===== src/rtl/fmul_pkg.sv =====
// Shared constants and types for the binary32 mantissa-multiply stage.
package fmul_pkg;

    localparam int unsigned EXP_BIAS = 127;
    localparam int unsigned MANT_W   = 24;
    localparam int unsigned PROD_W   = 48;
    localparam int unsigned EXP_W    = 9;
    localparam int unsigned CNT_W    = 5;

    typedef enum logic [1:0] {
        IDLE = 2'd0,
        MUL  = 2'd1,
        DONE = 2'd2
    } state_e;

    // One unpacked binary32 operand.
    typedef struct packed {
        logic              sign;
        logic [7:0]        exp;
        logic [MANT_W-1:0] mant;
        logic              is_zero;
    } fp_unpacked_t;

endpackage


===== src/rtl/fmul_unpack.sv =====
// fmul_unpack: combinational binary32 unpacker.
//   x   : binary32 operand
//   op  : sign, biased exponent, 24-bit significand with hidden bit, +-0 flag
module fmul_unpack
    import fmul_pkg::*;
(
    input  logic [31:0]  x,
    output fp_unpacked_t op
);

    // Hidden bit is set for every non-zero exponent (subnormals get 0).
    always_comb begin
        op.sign    = x[31];
        op.exp     = x[30:23];
        op.mant    = {(x[30:23] != 8'd0), x[22:0]};
        op.is_zero = (x[30:0] == 31'd0);
    end

endmodule


===== src/rtl/fmul_mant.sv =====
// fmul_mant: iterative 24-step shift-add significand multiplier.
//   clk, rst              : clock, synchronous active-high reset
//   in_valid / in_ready   : operand handshake (A, B binary32)
//   out_valid / out_ready : result handshake (sign, reg_c, expc2)
//   sign  : A[31] ^ B[31]
//   reg_c : exact 48-bit product of the 24-bit significands
//   expc2 : eA + eB - 127, modulo 512 (bit 8 flags out of range)
// Optional feature: FMUL_ZERO_BYPASS_EN sends +-0 operands straight to DONE.
module fmul_mant
    import fmul_pkg::*;
(
    input  logic              clk,
    input  logic              rst,
    input  logic              in_valid,
    output logic              in_ready,
    input  logic [31:0]       A,
    input  logic [31:0]       B,
    output logic              out_valid,
    input  logic              out_ready,
    output logic              sign,
    output logic [PROD_W-1:0] reg_c,
    output logic [EXP_W-1:0]  expc2
);

    localparam logic [CNT_W-1:0] LAST_STEP = CNT_W'(MANT_W - 1);

    fp_unpacked_t op_a;
    fp_unpacked_t op_b;

    fmul_unpack u_unpack_a (.x(A), .op(op_a));
    fmul_unpack u_unpack_b (.x(B), .op(op_b));

    state_e             state_q,     state_d;
    logic [CNT_W-1:0]   cnt_q,       cnt_d;
    logic [MANT_W-1:0]  ma_q,        ma_d;
    logic [MANT_W-1:0]  hi_q,        hi_d;
    logic [MANT_W-1:0]  lo_q,        lo_d;
    logic               sign_q,      sign_d;
    logic [EXP_W-1:0]   expc2_q,     expc2_d;
    logic               in_ready_q,  in_ready_d;
    logic               out_valid_q, out_valid_d;

    logic [MANT_W:0]    step_sum;
    logic [EXP_W-1:0]   exp_sum;
    logic               accept;

    // {carry, hi} after the conditional add of the multiplicand.
    always_comb begin
        step_sum = {1'b0, hi_q};
        if (lo_q[0]) begin
            step_sum = {1'b0, hi_q} + {1'b0, ma_q};
        end
    end

    // Biased exponent sum, wrapping modulo 2^EXP_W.
    always_comb begin
        exp_sum = EXP_W'({1'b0, op_a.exp}) + EXP_W'({1'b0, op_b.exp})
                - EXP_W'(EXP_BIAS);
    end

    assign accept = in_valid & in_ready_q;

    // Next-state and next-output logic.
    always_comb begin
        state_d     = state_q;
        cnt_d       = cnt_q;
        ma_d        = ma_q;
        hi_d        = hi_q;
        lo_d        = lo_q;
        sign_d      = sign_q;
        expc2_d     = expc2_q;
        in_ready_d  = in_ready_q;
        out_valid_d = out_valid_q;

        case (state_q)
            IDLE: begin
                if (accept) begin
                    ma_d       = op_a.mant;
                    hi_d       = '0;
                    lo_d       = op_b.mant;
                    cnt_d      = '0;
                    sign_d     = op_a.sign ^ op_b.sign;
                    expc2_d    = exp_sum;
                    in_ready_d = 1'b0;
                    state_d    = MUL;
`ifdef FMUL_ZERO_BYPASS_EN
                    if (op_a.is_zero || op_b.is_zero) begin
                        lo_d        = '0;
                        expc2_d     = '0;
                        out_valid_d = 1'b1;
                        state_d     = DONE;
                    end
`endif
                end
            end
            MUL: begin
                // Shift {carry, hi, lo} right by one; carry leaves as zero.
                hi_d = step_sum[MANT_W:1];
                lo_d = {step_sum[0], lo_q[MANT_W-1:1]};
                if (cnt_q == LAST_STEP) begin
                    out_valid_d = 1'b1;
                    state_d     = DONE;
                end else begin
                    cnt_d = cnt_q + CNT_W'(1);
                end
            end
            DONE: begin
                if (out_ready) begin
                    out_valid_d = 1'b0;
                    in_ready_d  = 1'b1;
                    state_d     = IDLE;
                end
            end
            default: begin
                out_valid_d = 1'b0;
                in_ready_d  = 1'b1;
                state_d     = IDLE;
            end
        endcase
    end

    // State and output registers.
    always_ff @(posedge clk) begin
        if (rst) begin
            state_q     <= IDLE;
            cnt_q       <= '0;
            ma_q        <= '0;
            hi_q        <= '0;
            lo_q        <= '0;
            sign_q      <= 1'b0;
            expc2_q     <= '0;
            in_ready_q  <= 1'b1;
            out_valid_q <= 1'b0;
        end else begin
            state_q     <= state_d;
            cnt_q       <= cnt_d;
            ma_q        <= ma_d;
            hi_q        <= hi_d;
            lo_q        <= lo_d;
            sign_q      <= sign_d;
            expc2_q     <= expc2_d;
            in_ready_q  <= in_ready_d;
            out_valid_q <= out_valid_d;
        end
    end

    assign in_ready  = in_ready_q;
    assign out_valid = out_valid_q;
    assign sign      = sign_q;
    assign reg_c     = {hi_q, lo_q};
    assign expc2     = expc2_q;

endmodule


===== config.mk =====
export PLATFORM = sky130hd
export DESIGN_NAME = fmul_mant
export DESIGN_NICKNAME = d
export VERILOG_FILES = /design/src/rtl/fmul_pkg.sv /design/src/rtl/fmul_unpack.sv /design/src/rtl/fmul_mant.sv
export SDC_FILE = /design/constraint.sdc
export NUM_CORES = 1
export LEC_CHECK = 0
export CORE_ASPECT_RATIO = 1.75
export CORE_MARGIN = 2
export CORE_UTILIZATION = 60
export DETAILED_ROUTE_END_ITERATION = 8
export DONT_BUFFER_PORTS = 1
export HOLD_SLACK_MARGIN = 0.1
export PLACE_DENSITY = 0.78
export SLEW_MARGIN = 15
export SYNTH_ARGS = -nofsm -noshare
export SYNTH_HDL_FRONTEND = slang
export SYNTH_HIERARCHICAL = 1
export SYNTH_SLANG_ARGS = --single-unit

===== constraint.sdc =====
create_clock -name clk -period 3.2 [get_ports clk]
set_input_delay 0 -clock clk [delete_from_list [all_inputs] [get_ports clk]]
set_output_delay 0 -clock clk [all_outputs]
set_load 0.01 [all_outputs]

==> results.yml, run 1 <==
outcome:
  status: "finished, final reports clean"
power:
  power.leakage_nw: 2.55
  vdd_drop_max_mv: 0.310
  power_density_nw_per_um2: 477
final_layout:
  fill_cells: 781
  syn_to_final_growth_pct: 9.60
  layout_commonest_cell: "nand2_1"
  final_nets: 822
  final_layout_size_suffix_gt1_frac: 0.0516
  diodes: 0
  post-route-util: 0.675
  final_cell_mix: "nand2_1 (141), dfxtp_1 (91), a21oi_1 (73)"
routing:
  drt_wl_total_mm: 13.9
  drt_iter0_drc: 257
  firstDrtPassIters: 4
  m1WireLength_mm: 5.37
  route.met3.wl_mm: 1.02
  ant_nets: 0
  vias: 5028
  via_per_inst: 5.99
  wl_per_cell_um: 16.6
  remaining_drc_errors: 0
  met2_length_mm: 7.15
  top_layer: "met4"
clocking:
  cts_max_level: 3
  post_cts_resized: 0
  clock_path_buffers: 2
  clk_latency_ns: 0.34
  cts-buffers-inserted: 9
  path_clk_slew_ns: 0.06
  cts_setup_buffers: 0
  cts_tree: "done"
  cts_sinks: 91
  cts_root_buffer: "clkbuf_16"
yosys:
  syn_inst: 738
  synth.cell_area_sq_um: 5800
  synth_nets: 848
  avgSynthCellArea_sq_um: 7.86
  yosys_warnings: 6
run:
  drv_cap: 0
placement:
  dp_hpwl_mm: 9.21
  place_congestion: 0.919
  io_buffers: 0
worst_setup_path:
  worstSetupEndpointType: "flop"
  crit_chain: "ha_1 -> fa_1 -> a21o_1 -> a221oi_4 -> o211ai_2 -> a311oi_2 -> o31ai_1 -> xnor2_1 -> a311oi_1"
  crit_arrival_ns: 3.00
  cp.required_ns: 3.44
  critPathBufInv: 0
  path_class: "reg -> reg"
  critPathMaxStageDelay_ns: 0.41
  crit_path_start_kind: "flop"
  slowest_stage: "fa_1"
  cp_max_fo: 5
  cp_top_family: "compound AO/OA/AOI/OAI gates"
die:
  chipWidth_um: 78.3
  num_rows: 47
  die_y_um: 134
  start_util: 0.616
  core_area_sq_um: 9410
  die_area_sq_um: 10500
  io_pins: 128
grt:
  grt_max_degree: 94
  grt_pass1_vias: 5040
  grt_overflow: 0
  grt_pass1_wl_mm: 23.1
  antenna_found_initial: 0
  track_usage: 0.270
sta:
  fin_crit_sh: 0.862
  fmax_mhz: 363
  holdWs_ns: 0.149
  fin_worst_skew_ns: 0.00916
  relSlewSlack: 0.455
  finalMaxSlewViolations: 0
  tightest_slew_ns: 0.818
  hold_violations: 0
  rsz0062_at_grt: "no"
  fin_tns_setup_ns: 0
  min_period_ns: 2.76
  setup_violations: 0
min_path:
  hp-class: "in -> reg"
-- final cells by class --
type / count / area [sq um] / share of cell area
timing repair buffer: 71 / 716 / 0.113
clock inverter: 4 / 72.6 / 0.0114
multi-input combinational: 526 / 3290 / 0.517
clock buffer: 12 / 256 / 0.0404
inverter: 13 / 48.8 / 0.00768
tap: 122 / 153 / 0.0240
sequential: 91 / 1820 / 0.287
-- path summary, 6_finish.rpt --
check	start	endpoint	slack (ns)	cells past startpoint
min reg2reg	ma_q[14]	ma_q[14]	0.46	2
max reg2reg	hi_q[0]	hi_q[17]	0.44	9
max	hi_q[0]	hi_q[17]	0.44	9
min	B[28]	lo_q[23]	0.15	4
-- metal layers --
| layer | vias up | global-route usage |
|---|---|---|
| li1 | 2485 | - |
| met1 | 2316 | 0.302 |
| met2 | 197 | 0.489 |
| met3 | 30 | 0.0552 |
| met4 | 0 | 0.113 |
| met5 | - | 0 |
-- worst min-delay path, stage by stage --
cell and delay [ns]:
nor4_1 0.04, nand2_1 0.09, nand2_1 0.08, a311oi_1 0.23
-- flip-flops by register name, indices dropped and copies added (netlist names) --
register and cells:
cnt_q 5, expc2 9, hi_q 24, in_ready 1, lo_q 24, ma_q 24, out_valid 1, sign 1
state_q 2
-- power by group --
group,total [mW],switching [mW],leakage [nW],internal (mW)
combinational,0.557,0.323,1.65,0.234
clock,1.16,0.432,0.159,0.726
sequential,1.31,0.0992,0.744,1.22
total,3.03,0.854,2.55,2.18
-- per-stage QoR --
step                      instance area (sq um)  std cells  worst slack [ns]  power, mW
after global routing                       6350        839             0.221       3.17
after global placement                     5350        757             0.519       1.78
after floorplan                            5800        738             0.731       1.76
final                                      6350        839             0.442       3.03
after CTS                                  6350        839             0.451       3.04
after detailed placement                   5350        757             0.461       1.80
-- repair_timing --
action,4_1_cts,5_1_grt
hold buffers,66,0
endpoints found under the hold margin,91,0
setup endpoints to repair,0,0
Note: power is estimated with default switching activity, not from simulation.
==> run 2, diff against run 1 <==
--- a/config.mk
+++ b/config.mk
@@ -11,6 +11,7 @@
 export DETAILED_ROUTE_END_ITERATION = 8
 export DONT_BUFFER_PORTS = 1
 export HOLD_SLACK_MARGIN = 0.1
+export MAX_ROUTING_LAYER = met4
 export PLACE_DENSITY = 0.78
 export SLEW_MARGIN = 15
 export SYNTH_ARGS = -nofsm -noshare
==> run 2 against run 1 <==
Effect of this change: register-to-register slack about the same; critical path depth unchanged; first-iteration DRC count decreased by 3.9%; global-route usage increased by 0.79 points; critical endpoint unchanged.
==> results.yml, run 2 (synthesized netlist as in run 1, its figures left out) <==
final_layout:
  final_cell_mix: "nand2_1 (141), dfxtp_1 (91), a21oi_1 (73)"
  final_cell_area_sq_um: 6350
  layoutNonFillerInstCount: 839
  layout_commonest_cell: "nand2_1"
  final_layout_size_suffix_gt1_frac: 0.0516
  syn_to_final_growth_pct: 9.60
  multiInputGateArea_sq_um: 3290
  final_nets: 822
  diodes: 0
  fill_cells: 781
  ff_latch_area_sq_um: 1820
  reg_top3: "hi_q x24, lo_q x24, ma_q x24"
  post-route-util: 0.675
routing:
  firstDrtPassIters: 5
  wl_per_cell_um: 16.7
  route.met3.wl_mm: 1.01
  ant_nets: 0
  met2_length_mm: 7.20
  drt_iter0_drc: 247
  top_layer: "met4"
  m1WireLength_mm: 5.35
  remaining_drc_errors: 0
  vias: 5070
  via_per_inst: 6.04
  drt_wl_total_mm: 14.0
sta:
  tightest_slew_ns: 0.823
  setup_violations: 0
  fin_tns_setup_ns: 0
  fmax_mhz: 362
  hold_violations: 0
  fin_worst_skew_ns: 0.00897
  layout_setup_ws_ns: 0.438
  relSlewSlack: 0.451
  rsz0062_at_grt: "no"
  finalMaxSlewViolations: 0
  min_period_ns: 2.76
  holdWs_ns: 0.146
  fin_crit_sh: 0.863
worst_setup_path:
  slowest_stage: "fa_1"
  ff2ff_path_depth: 9
  crit_path_start_kind: "flop"
  critPathBufInv: 0
  worstSetupEndpointType: "flop"
  critPathMaxStageDelay_ns: 0.41
  path_class: "reg -> reg"
  cp.depth: 9
  crit_arrival_ns: 3.00
  cp.required_ns: 3.44
  crit_chain: "ha_1 -> fa_1 -> a21o_1 -> a221oi_4 -> o211ai_2 -> a311oi_2 -> o31ai_1 -> xnor2_1 -> a311oi_1"
  cp_max_fo: 5
  cp_top_family: "compound AO/OA/AOI/OAI gates"
placement:
  dp_cells: 757
  dp_hpwl_mm: 9.21
  place_congestion: 0.936
  io_buffers: 0
  dp_slack_ns: 0.461
  dpl-instance-area_sq_um: 5350
outcome:
  status: "finished, final reports clean"
grt:
  grt_pass1_wl_mm: 23.1
  grt_overflow: 0
  grt_pass1_vias: 5047
  grt_max_degree: 94
  track_usage: 0.278
  antenna_found_initial: 0
run:
  drv_cap: 0
clocking:
  cts_max_level: 3
  post_cts_resized: 0
  cts_setup_buffers: 0
  cts_tree: "done"
  cts_sinks: 91
  cts_root_buffer: "clkbuf_16"
  clock_path_buffers: 2
  path_clk_slew_ns: 0.06
  cts-buffers-inserted: 9
  clk_latency_ns: 0.34
min_path:
  hold_depth: 4
  hp-class: "in -> reg"
die:
  die_area_sq_um: 10500
  io_pins: 128
  core_area_sq_um: 9410
  num_rows: 47
  chipWidth_um: 78.3
  die_y_um: 134
  start_util: 0.616
power:
  power.leakage_nw: 2.55
  vdd_drop_max_mv: 0.307
  power.total_mw: 3.03
  power_density_nw_per_um2: 476
==> run 2: final cells by class <==
type / instances / share of cell area
multi-input cells: 526 / 0.517
flip-flops and latches: 91 / 0.287
repair buffers: 71 / 0.113
clock buffers: 12 / 0.0404
well taps: 122 / 0.0240
clock inverters: 4 / 0.0114
inverters: 13 / 0.00768
==> run 2: power by group <==
group	switching (mW)	internal, mW
Clock	0.428	0.726
Combinational	0.323	0.235
Sequential	0.0994	1.22
Total	0.850	2.18
==> run 2: path summary, 6_finish.rpt <==
check,from,endpoint,slack [ns]
setup / recovery,hi_q[0],hi_q[17],0.44
hold / removal,B[28],lo_q[23],0.15
setup reg to reg,hi_q[0],hi_q[17],0.44
hold reg to reg,ma_q[14],ma_q[14],0.46
==> run 2: worst reg2reg max path, cell delays in order, from the launching register on <==
cell and delay [ns]:
dfxtp_1 0.36, ha_1 0.26, fa_1 0.41, a21o_1 0.21, a221oi_4 0.40, o211ai_2 0.16, a311oi_2 0.34, o31ai_1 0.14
xnor2_1 0.14, a311oi_1 0.26
==> run 2: timing repair <==
action | CTS | global route
setup endpoints to repair | 0 | 0
hold buffers | 66 | 0
endpoints found under the hold margin | 91 | 0
==> run 2: layer usage <==
| layer | global-route usage | up-vias |
|---|---|---|
| met1 | 0.304 | 2344 |
| met4 | 0.113 | 0 |
| li1 | - | 2480 |
| met2 | 0.489 | 208 |
| met5 | - | - |
| met3 | 0.0532 | 38 |
==> run 3, diff against run 2 <==
--- a/config.mk
+++ b/config.mk
@@ -16,5 +16,4 @@
 export SLEW_MARGIN = 15
 export SYNTH_ARGS = -nofsm -noshare
 export SYNTH_HDL_FRONTEND = slang
-export SYNTH_HIERARCHICAL = 1
 export SYNTH_SLANG_ARGS = --single-unit
==> run 3 against run 2 <==
Effect of this change: critical path depth is 3 higher; combinational power increased by 1%; die area decreased by 7.3%; power decreased by 2.4%; wire length grew 4.4%; sequential share of layout area hardly changed; sequential power barely moved; largest power group unchanged; highest routed layer unchanged.
==> results.yml, run 3 <==
outcome:
  status: "finished, final reports clean"
power:
  power.total_mw: 2.95
  vdd_drop_max_mv: 0.430
  power_density_nw_per_um2: 465
  power.leakage_nw: 2.52
worst_setup_path:
  worstSetupEndpointType: "flop"
  critPathMaxStageDelay_ns: 0.58
  crit_arrival_ns: 3.17
  path_class: "in -> reg"
  crit_chain: "dlygate4sd3_1 -> ha_1 -> dlygate4sd3_1 -> ha_1 -> fa_1 -> a21o_1 -> a21oi_1 -> o21bai_1 -> a21oi_1 -> xnor2_1 -> nand2_1 -> a21oi_1"
  slowest_stage: "dlygate4sd3_1"
  crit_top_cell: "a21oi_1"
  ff2ff_path_depth: 9
  cp_max_fo: 2
  crit_path_start_kind: "input pin"
  cp.required_ns: 3.48
routing:
  drt_iter0_drc: 313
  vias: 5077
  drt_wl_total_mm: 14.6
  via_per_inst: 6.13
  ant_nets: 0
  remaining_drc_errors: 0
  wl_per_cell_um: 17.6
  firstDrtPassIters: 6
yosys:
  yosysTopAreaCell: "dfxtp_1"
  yosys_warnings: 0
  synth_cell_types: 65
  synthTopCellsByArea: "dfxtp_1 (34%), nand2_1 (10%), ha_1 (9.3%), a21oi_1 (6.2%), a311oi_1 (4.9%)"
  yosysMostFrequentCell: "nand2_1"
  syn_inst: 664
  netlist_top_cells_count: "nand2_1 (143), dfxtp_1 (91), a21oi_1 (66)"
  yosysTopAreaCellShare: 0.340
  yosys_most_used_dff: "dfxtp_1"
  yosys_register_bits: 91
  synth_nets: 774
  synth.cell_area_sq_um: 5360
  avgSynthCellArea_sq_um: 8.07
  postSynth.asyncResetShare: 0
  synth-edff-count: 0
  seq_area_frac_synth: 0.340
clocking:
  cts_tree: "done"
  cts_setup_buffers: 0
  clk_latency_ns: 0.36
  clock_path_buffers: 2
  path_clk_slew_ns: 0.07
  cts-buffers-inserted: 9
  cts_max_level: 3
  cts_root_buffer: "clkbuf_16"
  cts_hold_buf: 68
  post_cts_resized: 0
  cts_sinks: 91
grt:
  grt_pass1_vias: 5174
  grt_pass1_wl_mm: 23.5
  antenna_found_initial: 0
  track_usage: 0.320
  grt_max_degree: 92
  grt_overflow: 0
sta:
  fin_tns_setup_ns: 0
  relSlewSlack: 0.564
  holdWs_ns: 0.175
  hold_violations: 0
  rsz0062_at_grt: "no"
  fmax_mhz: 346
  min_period_ns: 2.89
  finalMaxSlewViolations: 0
  tightest_slew_ns: 0.653
  fin_worst_skew_ns: 0.00913
  fin_crit_sh: 0.904
  setup_violations: 0
die:
  chipWidth_um: 75.4
  die_y_um: 129
  num_rows: 45
  die_area_sq_um: 9730
  io_pins: 128
  core_area_sq_um: 8670
  start_util: 0.618
final_layout:
  reg_top3: "hi_q x24, lo_q x24, ma_q x24"
  final_layout_size_suffix_gt1_frac: 0.0591
  final_nets: 816
  final_cell_mix: "nand2_1 (143), dfxtp_1 (91), dlygate4sd3_1 (67)"
  syn_to_final_growth_pct: 18.5
  layout_commonest_cell: "nand2_1"
  diodes: 0
  post-route-util: 0.732
placement:
  io_buffers: 0
  place_congestion: 0.957
  dp_hpwl_mm: 9.52
run:
  drv_cap: 0
min_path:
  hold_depth: 4
  hp-class: "in -> reg"
run 3: worst paths after layout:
| check | start | endpoint | slack (ns) |
|---|---|---|---|
| worst max-delay path | B[24] | expc2[7] | 0.31 |
| worst min-delay path | B[25] | expc2[2] | 0.18 |
| worst max register to register | hi_q[0] | hi_q[13] | 0.52 |
| worst min register to register | ma_q[22] | ma_q[22] | 0.47 |
run 3: stage by stage:
| stage | worst slack (ns) | cell area [sq um] | cells |
|---|---|---|---|
| 2_1_floorplan | 0.820 | 5360 | 664 |
| 3_3_place_gp | 0.642 | 5360 | 744 |
| 3_5_place_dp | 0.564 | 5360 | 744 |
| 4_1_cts | 0.412 | 6350 | 828 |
| 5_1_grt | 0.154 | 6350 | 828 |
| 6_report | 0.307 | 6350 | 828 |
run 3: layout make-up:
type,count,area [sq um]
fillers,669,2320
clock inverters,7,68.8
multi-input cells,521,3310
well taps,117,146
flip-flops and latches,91,1820
inverters,9,33.8
repair buffers,74,743
clock buffers,9,225
run 3: critical path: cells and delay by family:
kind / cells / cell delay (ns)
adder cells (fa/ha/maj): 3 / 0.93
XOR/XNOR: 1 / 0.13
AND/OR/NAND/NOR: 1 / 0.07
AO/OA/AOI/OAI: 5 / 0.88
buffers and inverters: 2 / 1.16
run 3: power by group:
part           switching, mW  internal, mW
combinational          0.321         0.244
clock                  0.508         0.550
sequential             0.115          1.22
run 3: cell families (layout without fill, tap and decap cells):
kind of cell | after synthesis | after routing | synth area share
AND/OR/NAND/NOR | 253 | 253 | 0.205
AO/OA/AOI/OAI | 185 | 185 | 0.239
flip-flops | 91 | 91 | 0.340
buffers and inverters | 52 | 99 | 0.0458
adder cells (fa/ha/maj) | 42 | 42 | 0.101
XOR/XNOR | 30 | 30 | 0.0490
multiplexers | 11 | 11 | 0.0210
run 3: per-layer routing:
layer | share of wire | wire (um) | track usage
met5 | 0 | 0 | -
met4 | 0.043 | 629 | 0.167
met3 | 0.053 | 776 | 0.0622
met2 | 0.55 | 8050 | 0.571
met1 | 0.35 | 5140 | 0.314
